$ cat config.mk
export PLATFORM = sky130hd
export DESIGN_NAME = mem_stage
export DESIGN_NICKNAME = d
export VERILOG_FILES = /design/src/rtl/mem_stage.sv
export SDC_FILE = /design/constraint.sdc
export NUM_CORES = 1
export LEC_CHECK = 0
export CAP_MARGIN = 25
export CORE_UTILIZATION = 47
export CTS_BUF_LIST = sky130_fd_sc_hd__clkbuf_4 sky130_fd_sc_hd__clkbuf_8 sky130_fd_sc_hd__clkbuf_16
export CTS_CLUSTER_DIAMETER = 100
export DETAILED_ROUTE_END_ITERATION = 16
export PLACE_DENSITY = 0.87
export SLEW_MARGIN = 40
export SYNTH_ARGS = -nofsm -noshare
export SYNTH_HDL_FRONTEND = slang
export SYNTH_SLANG_ARGS = --single-unit
$ cat constraint.sdc
create_clock -name clk -period 11.5 [get_ports clk]
set_clock_uncertainty 0.15 [all_clocks]
set_input_delay 1.15 -clock clk [delete_from_list [all_inputs] [get_ports clk]]
set_output_delay 1.15 -clock clk [all_outputs]
set_load 0.1 [all_outputs]
$ cat src/rtl/mem_stage.sv
// mem_stage
// Memory-access pipeline stage sitting between execute and write-back.
// It latches the execute-stage bus, waits for the data-memory response when
// the instruction issued an access, aligns and extends load data and offers
// the finished result to write-back. It also gives decode the destination,
// forwarding value and load-use stall indication for the held instruction.
//
// Ports:
//   clk, reset             : clock and synchronous active-high reset
//   ws_allowin             : write-back can accept this cycle
//   ms_allowin             : this stage can accept from execute this cycle
//   es_to_ms_valid/_bus    : instruction offered by execute
//                            {mem_req, ld_op{w,hu,h,bu,b}, res_from_mem,
//                             gr_we, dest, alu_result, pc}
//   ms_to_ws_valid/_bus    : result offered to write-back
//                            {gr_we, dest, final_result, pc}
//   ms_to_ds_dest          : destination for hazard checks, 0 when none
//   ms_to_ds_result        : forwarding value (final_result)
//   ms_to_ds_load_pending  : a load is held here whose data has not arrived
//   data_sram_data_ok      : response strobe for the access issued in execute
//   data_sram_rdata        : read data, valid only with data_sram_data_ok
module mem_stage #(
    parameter int ES_TO_MS_BUS_WD = 77,
    parameter int MS_TO_WS_BUS_WD = 70
) (
    input  logic                       clk,
    input  logic                       reset,
    input  logic                       ws_allowin,
    output logic                       ms_allowin,
    input  logic                       es_to_ms_valid,
    input  logic [ES_TO_MS_BUS_WD-1:0] es_to_ms_bus,
    output logic                       ms_to_ws_valid,
    output logic [MS_TO_WS_BUS_WD-1:0] ms_to_ws_bus,
    output logic [4:0]                 ms_to_ds_dest,
    output logic [31:0]                ms_to_ds_result,
    output logic                       ms_to_ds_load_pending,
    input  logic                       data_sram_data_ok,
    input  logic [31:0]                data_sram_rdata
);

    logic                       ms_valid;
    logic [ES_TO_MS_BUS_WD-1:0] es_bus_r;
    logic                       buf_valid;
    logic [31:0]                buf_data;

    logic        mem_req;
    logic        ld_w;
    logic        ld_hu;
    logic        ld_h;
    logic        ld_bu;
    logic        ld_b;
    logic        res_from_mem;
    logic        gr_we;
    logic [4:0]  dest;
    logic [31:0] alu_result;
    logic [31:0] pc;

    logic        ms_ready_go;
    logic        resp_take;
    logic [31:0] mem_word;
    logic [7:0]  sel_byte;
    logic [15:0] sel_half;
    logic [31:0] load_data;
    logic [31:0] final_result;

    assign {mem_req, ld_w, ld_hu, ld_h, ld_bu, ld_b,
            res_from_mem, gr_we, dest, alu_result, pc} = es_bus_r;

    // The stage is ready once no response is owed, either because none was
    // requested, it was buffered earlier, or it is arriving this cycle.
    assign ms_ready_go    = !mem_req || buf_valid || data_sram_data_ok;
    assign ms_allowin     = !ms_valid || (ms_ready_go && ws_allowin);
    assign ms_to_ws_valid = ms_valid && ms_ready_go;

    // A response only belongs to us while we hold a memory instruction that
    // has not already received its one response.
    assign resp_take = ms_valid && mem_req && !buf_valid && data_sram_data_ok;

    always_ff @(posedge clk) begin
        if (reset) begin
            ms_valid <= 1'b0;
        end else if (ms_allowin) begin
            ms_valid <= es_to_ms_valid;
        end
    end

    // Payload register needs no reset: it is only meaningful under ms_valid.
    always_ff @(posedge clk) begin
        if (es_to_ms_valid && ms_allowin) begin
            es_bus_r <= es_to_ms_bus;
        end
    end

    // Read data is only valid in the data_ok cycle, so when write-back is
    // stalled at that moment the word is parked here until the instruction
    // leaves.
    always_ff @(posedge clk) begin
        if (reset) begin
            buf_valid <= 1'b0;
            buf_data  <= 32'd0;
        end else if (ms_to_ws_valid && ws_allowin) begin
            buf_valid <= 1'b0;
        end else if (resp_take && !ws_allowin) begin
            buf_valid <= 1'b1;
            buf_data  <= data_sram_rdata;
        end
    end

    assign mem_word = buf_valid ? buf_data : data_sram_rdata;

    // Halfword offset uses only address bit 1; misalignment is trapped
    // before this stage.
    always_comb begin
        sel_byte = mem_word[7:0];
        case (alu_result[1:0])
            2'd0: sel_byte = mem_word[7:0];
            2'd1: sel_byte = mem_word[15:8];
            2'd2: sel_byte = mem_word[23:16];
            2'd3: sel_byte = mem_word[31:24];
            default: sel_byte = mem_word[7:0];
        endcase
        sel_half = alu_result[1] ? mem_word[31:16] : mem_word[15:0];
    end

    // An all-zero ld_op on a load falls back to the full word.
    always_comb begin
        load_data = mem_word;
        if (ld_b) begin
            load_data = {{24{sel_byte[7]}}, sel_byte};
        end else if (ld_bu) begin
            load_data = {24'd0, sel_byte};
        end else if (ld_h) begin
            load_data = {{16{sel_half[15]}}, sel_half};
        end else if (ld_hu) begin
            load_data = {16'd0, sel_half};
        end else if (ld_w) begin
            load_data = mem_word;
        end
    end

    assign final_result = res_from_mem ? load_data : alu_result;

    assign ms_to_ws_bus          = {gr_we, dest, final_result, pc};
    assign ms_to_ds_dest         = dest & {5{ms_valid && gr_we}};
    assign ms_to_ds_result       = final_result;
    assign ms_to_ds_load_pending = ms_valid && res_from_mem && !ms_ready_go;

endmodule

Word-level counts from Yosys, hierarchy flattened
Cells that the tools add are included. W data, S select, Z words.

Logic and storage cells: 39. Output and inout port bits: 110. Register bits after elaboration: 111.

Bitwise logic cells: 2. Mux-type cells: 8. Equal/unequal tests: 3. Reduce and logical (&&, ||, !) cells: 22.

Operators by type and width (number): $mux W32 (6); $pmux W8 S4 (1); $mux W16 (1); $logic_and A1 B1 Y1 (11); $and A5 B5 Y5 (1); $logic_not A1 Y1 (5); $eq A2 B2 Y1 const B (2); $logic_or A1 B1 Y1 (3); $eq A2 B1 Y1 const B (1); $logic_not A2 Y1 (1); $reduce_and A2 Y1 (1); $reduce_or A2 Y1 (1); $not A1 Y1 (1).

Logic depth before layout (Yosys ltp)
Depth in word-level cells: 7. Gate-level depth with buffers: 8. Mapped depth without buffers: 4.

Least setup slack after synthesis
Ideal clock, no wire load.

Path kind: in2reg. Start: in data_sram_data_ok. End: reg es_bus_r[0], enable pin. Buffers on the path: 0. Required time: 10.815 ns. Arrival time: 5.020 ns. Library setup time: 0.535 ns. Slack: 5.795 ns. Stages on the path: 3. Cells stage by stage: or3b_2 -> nand2_1 -> a21oi_1.

Longest elaborated chain between the ends: 4.

RTL lines: start: declaration (RTL line 37) `input logic data_sram_data_ok,`; $logic_or A1 B1 Y1 (RTL line 71) `assign ms_ready_go = !mem_req || buf_valid || data_sram_data_ok;`; $logic_and A1 B1 Y1 (RTL line 72) `assign ms_allowin = !ms_valid || (ms_ready_go && ws_allowin);`; $logic_or A1 B1 Y1 (RTL line 72); $logic_and A1 B1 Y1 (RTL line 89) `if (es_to_ms_valid && ms_allowin) begin`; end signal: assignment (RTL line 90) `es_bus_r <= es_to_ms_bus;`; end: declaration (RTL line 42) `logic [ES_TO_MS_BUS_WD-1:0] es_bus_r;`.

No other way between the ends. A chain may end at the register's enable or synchronous reset.

Worst setup path in the final report
Start: in data_sram_rdata[7]. End: out ms_to_ds_result[18].

Longest elaborated chain between the ends: 4.

RTL lines: start: declaration (RTL line 38) `input logic [31:0] data_sram_rdata`; $mux W32 (RTL line 109) `assign mem_word = buf_valid ? buf_data : data_sram_rdata;`; $pmux W8 S4 (RTL line 115) `case (alu_result[1:0])`; $mux W32 (RTL line 128) `if (ld_b) begin`; $mux W32 (RTL line 141) `assign final_result = res_from_mem ? load_data : alu_result;`; end: declaration (RTL line 35) `output logic [31:0] ms_to_ds_result,`.

No other way between the ends.

==> impl_metrics.py <==
metrics = {
    "cts": {
        "cts_hold_repair.buffers": 0,
        "root_buffer": "clkbuf_16",
        "cts.clk_slew.worst_paths_ps": 80,
        "cts_resized": 0,
        "cts_buffers": 9,
        "clkLatencyLatePin_ps": 340,
        "cts_buffer_depth": 2,
        "clkSinkCount": 110,
        "cts_tree": "yes",
        "htreeDepth": 3,
        "cts_setup_buffers": 0,
    },
    "routing": {
        "drt_wl_total_mm": 14.8,
        "drc": 0,
        "drt_iter0_drc": 280,
        "routed_via_density": 5.39,
        "wire_per_inst_um": 19.0,
        "dr.pass1.iters": 5,
        "num_vias": 4199,
        "drtAntennaViolNets": 0,
    },
    "layout": {
        "multi_input_area_mm2": 0.00174,
        "fillers": 838,
        "diodes": 0,
        "seq_area_mm2": 0.00297,
        "drive_above_1_share": 0.261,
        "area.growth.synth_to_final_pct": 28.5,
        "nets": 748,
    },
    "global_route": {
        "grt_max_degree": 77,
        "antenna_found_initial": 0,
        "grt_pass1_vias": 4111,
        "grt_pass1_wl_mm": 21.6,
        "gr-total-overflow": 0,
        "grt_use_total": 0.251,
    },
    "die": {
        "fp.dieH_um": 109,
        "die_w_um": 109,
        "ios": 224,
        "start_util": 0.487,
        "coreArea_mm2": 0.0110,
        "rows": 38,
        "dieArea_mm2": 0.0118,
    },
    "outcome": {
        "status": "finished clean",
    },
    "synth": {
        "ys_seq_area_frac": 0.554,
        "synth-seq-cells": 110,
        "async_flop_share": 0,
        "syn_nets": 611,
        "synth_area_leaders": "edfxtp_1 43%, dfxtp_1 13%, buf_4 9.8%",
        "synth_top_area_cell": "edfxtp_1",
        "synthesis.area_mm2": 0.00535,
        "synth-edff-count": 76,
        "postSynthAreaPerCell_um2": 10.8,
        "synth_cells": 497,
        "yosysMostFrequentCell": "nand2_1",
        "synth_top_area_frac": 0.427,
        "ys_types": 39,
        "yosys_warnings": 0,
        "synthFlopType": "edfxtp_1",
        "ys_top_cells_by_count": "94 x nand2_1, 76 x edfxtp_1, 70 x buf_4, 38 x a21oi_1, 34 x dfxtp_1",
    },
    "job": {
        "drv_cap": 0,
    },
    "placed_design": {
        "dp.final_hpwl_mm": 11.1,
        "gp_congestion": 0.947,
        "port_buffers": 222,
    },
    "critical_path": {
        "path_class": "input pin to output pin",
        "cp_data_arrival_time_ps": 3480,
        "cp_max_fo": 16,
        "startpoint_type": "input pin",
        "crit_required_ps": 10200,
        "end_kind": "output pin",
    },
    "power_and_ir_drop": {
        "power_density_mw_per_mm2": 168,
        "peakVddDrop_v": 0.000117,
        "leakage_nw": 2.54,
    },
    "sta": {
        "fin_crit_sh": 0.416,
        "period_needed_ps": 4780,
        "finalHoldViolCount": 0,
        "fin_hold_ws_ps": 307,
        "finalSetupViolations": 0,
        "timing.fmax_mhz": 209,
        "slew_violations": 0,
        "rsz0062_at_grt": "no",
        "worst_pin_slew_ps": 824,
        "max-slew-margin-rel": 0.444,
        "setup_tns_ps": 0,
    },
    "hold_path": {
        "hp-class": "flip-flop to flip-flop",
    },
}
[final cells by class]
type                    count  area share
multi-input cells         284       0.254
repair buffers            226       0.248
inverters                   3     0.00164
clock inverters             7     0.00674
flip-flops and latches    110       0.432
clock buffers               9      0.0328
well taps                 140      0.0255
[report_power, final]
part | internal [W] | switching, W
Sequential | 0.000445 | 0.0000110
Combinational | 0.0000807 | 0.000328
Clock | 0.000147 | 0.000142
Total | 0.000672 | 0.000481
[kinds of logic after synthesis]
family | share of synthesized area
AO/OA/AOI/OAI | 0.114
AND/OR/NAND/NOR | 0.119
multiplexers | 0.0882
flip-flops | 0.554
buffers and inverters | 0.125
[worst max-delay path, cell delays in order]
cell             delay (ps)
clkdlybuf4s50_1         450
mux2_1                  320
mux4_2                  530
a2bb2oi_4               420
a31oi_1                 230
buf_2                   370
[state kept, by name, summed over array words and instances, names as in the netlist]
register,cells
buf_valid,1
ms_valid,1
buf_data,32
es_bus_r,76
[stage by stage]
stage / utilization / instance area [um^2] / std cells / setup WS, ps / power, W
final: 0.625 / 6870 / 779 / 6720 / 0.00115
after global routing: 0.625 / 6870 / 779 / 6660 / 0.00119
after CTS: 0.625 / 6870 / 779 / 6740 / 0.00116
after detailed placement: 0.601 / 6600 / 763 / 6760 / 0.000872
after global placement: 0.650 / 7140 / 763 / 6110 / 0.000902
after floorplan: - / 5350 / 497 / 5790 / 0.000810
[cell usage in the layout, fill, tap and decap left out, types with 2 or more instances in the layout]
cell type / netlist / final
buf_4: 70 / 3
mux4_2: 4 / 4
o211ai_1: 9 / 9
a31oi_1: 24 / 24
mux2i_1: 16 / 16
o21ai_0: 5 / 5
buf_2: 4 / 111
nor3b_1: 5 / 5
nor2b_1: 5 / 5
and3_1: 5 / 5
a31o_2: 5 / 5
nand2_1: 94 / 94
o21ai_2: 0 / 2
dfxtp_1: 34 / 33
clkbuf_16: 0 / 9
clkdlybuf4s50_1: 0 / 111
a21oi_1: 38 / 37
inv_1: 3 / 3
edfxtp_1: 76 / 76
mux2_4: 2 / 2
nor2_1: 33 / 33
clkinvlp_4: 0 / 2
inv_6: 0 / 2
a32oi_1: 5 / 5
mux2_2: 16 / 16
[worst paths after layout]
kind	from	end	slack, ps	cells after the start
setup / recovery	data_sram_rdata[7]	ms_to_ds_result[18]	6720	6
hold / removal	buf_data[21]	buf_data[21]	310	2
setup reg to reg	buf_valid	es_bus_r[61]	9190	4
hold reg to reg	buf_data[21]	buf_data[21]	310	2
[routing by layer]
layer  GRT usage  vias up  wire length, um
met5           0        -                0
met4       0.102        0              357
met3      0.0741       32             1270
met2       0.438      224             7760
met1       0.287     1973             5440
li1            -     1970                -
(Power assumes the default switching activity.)
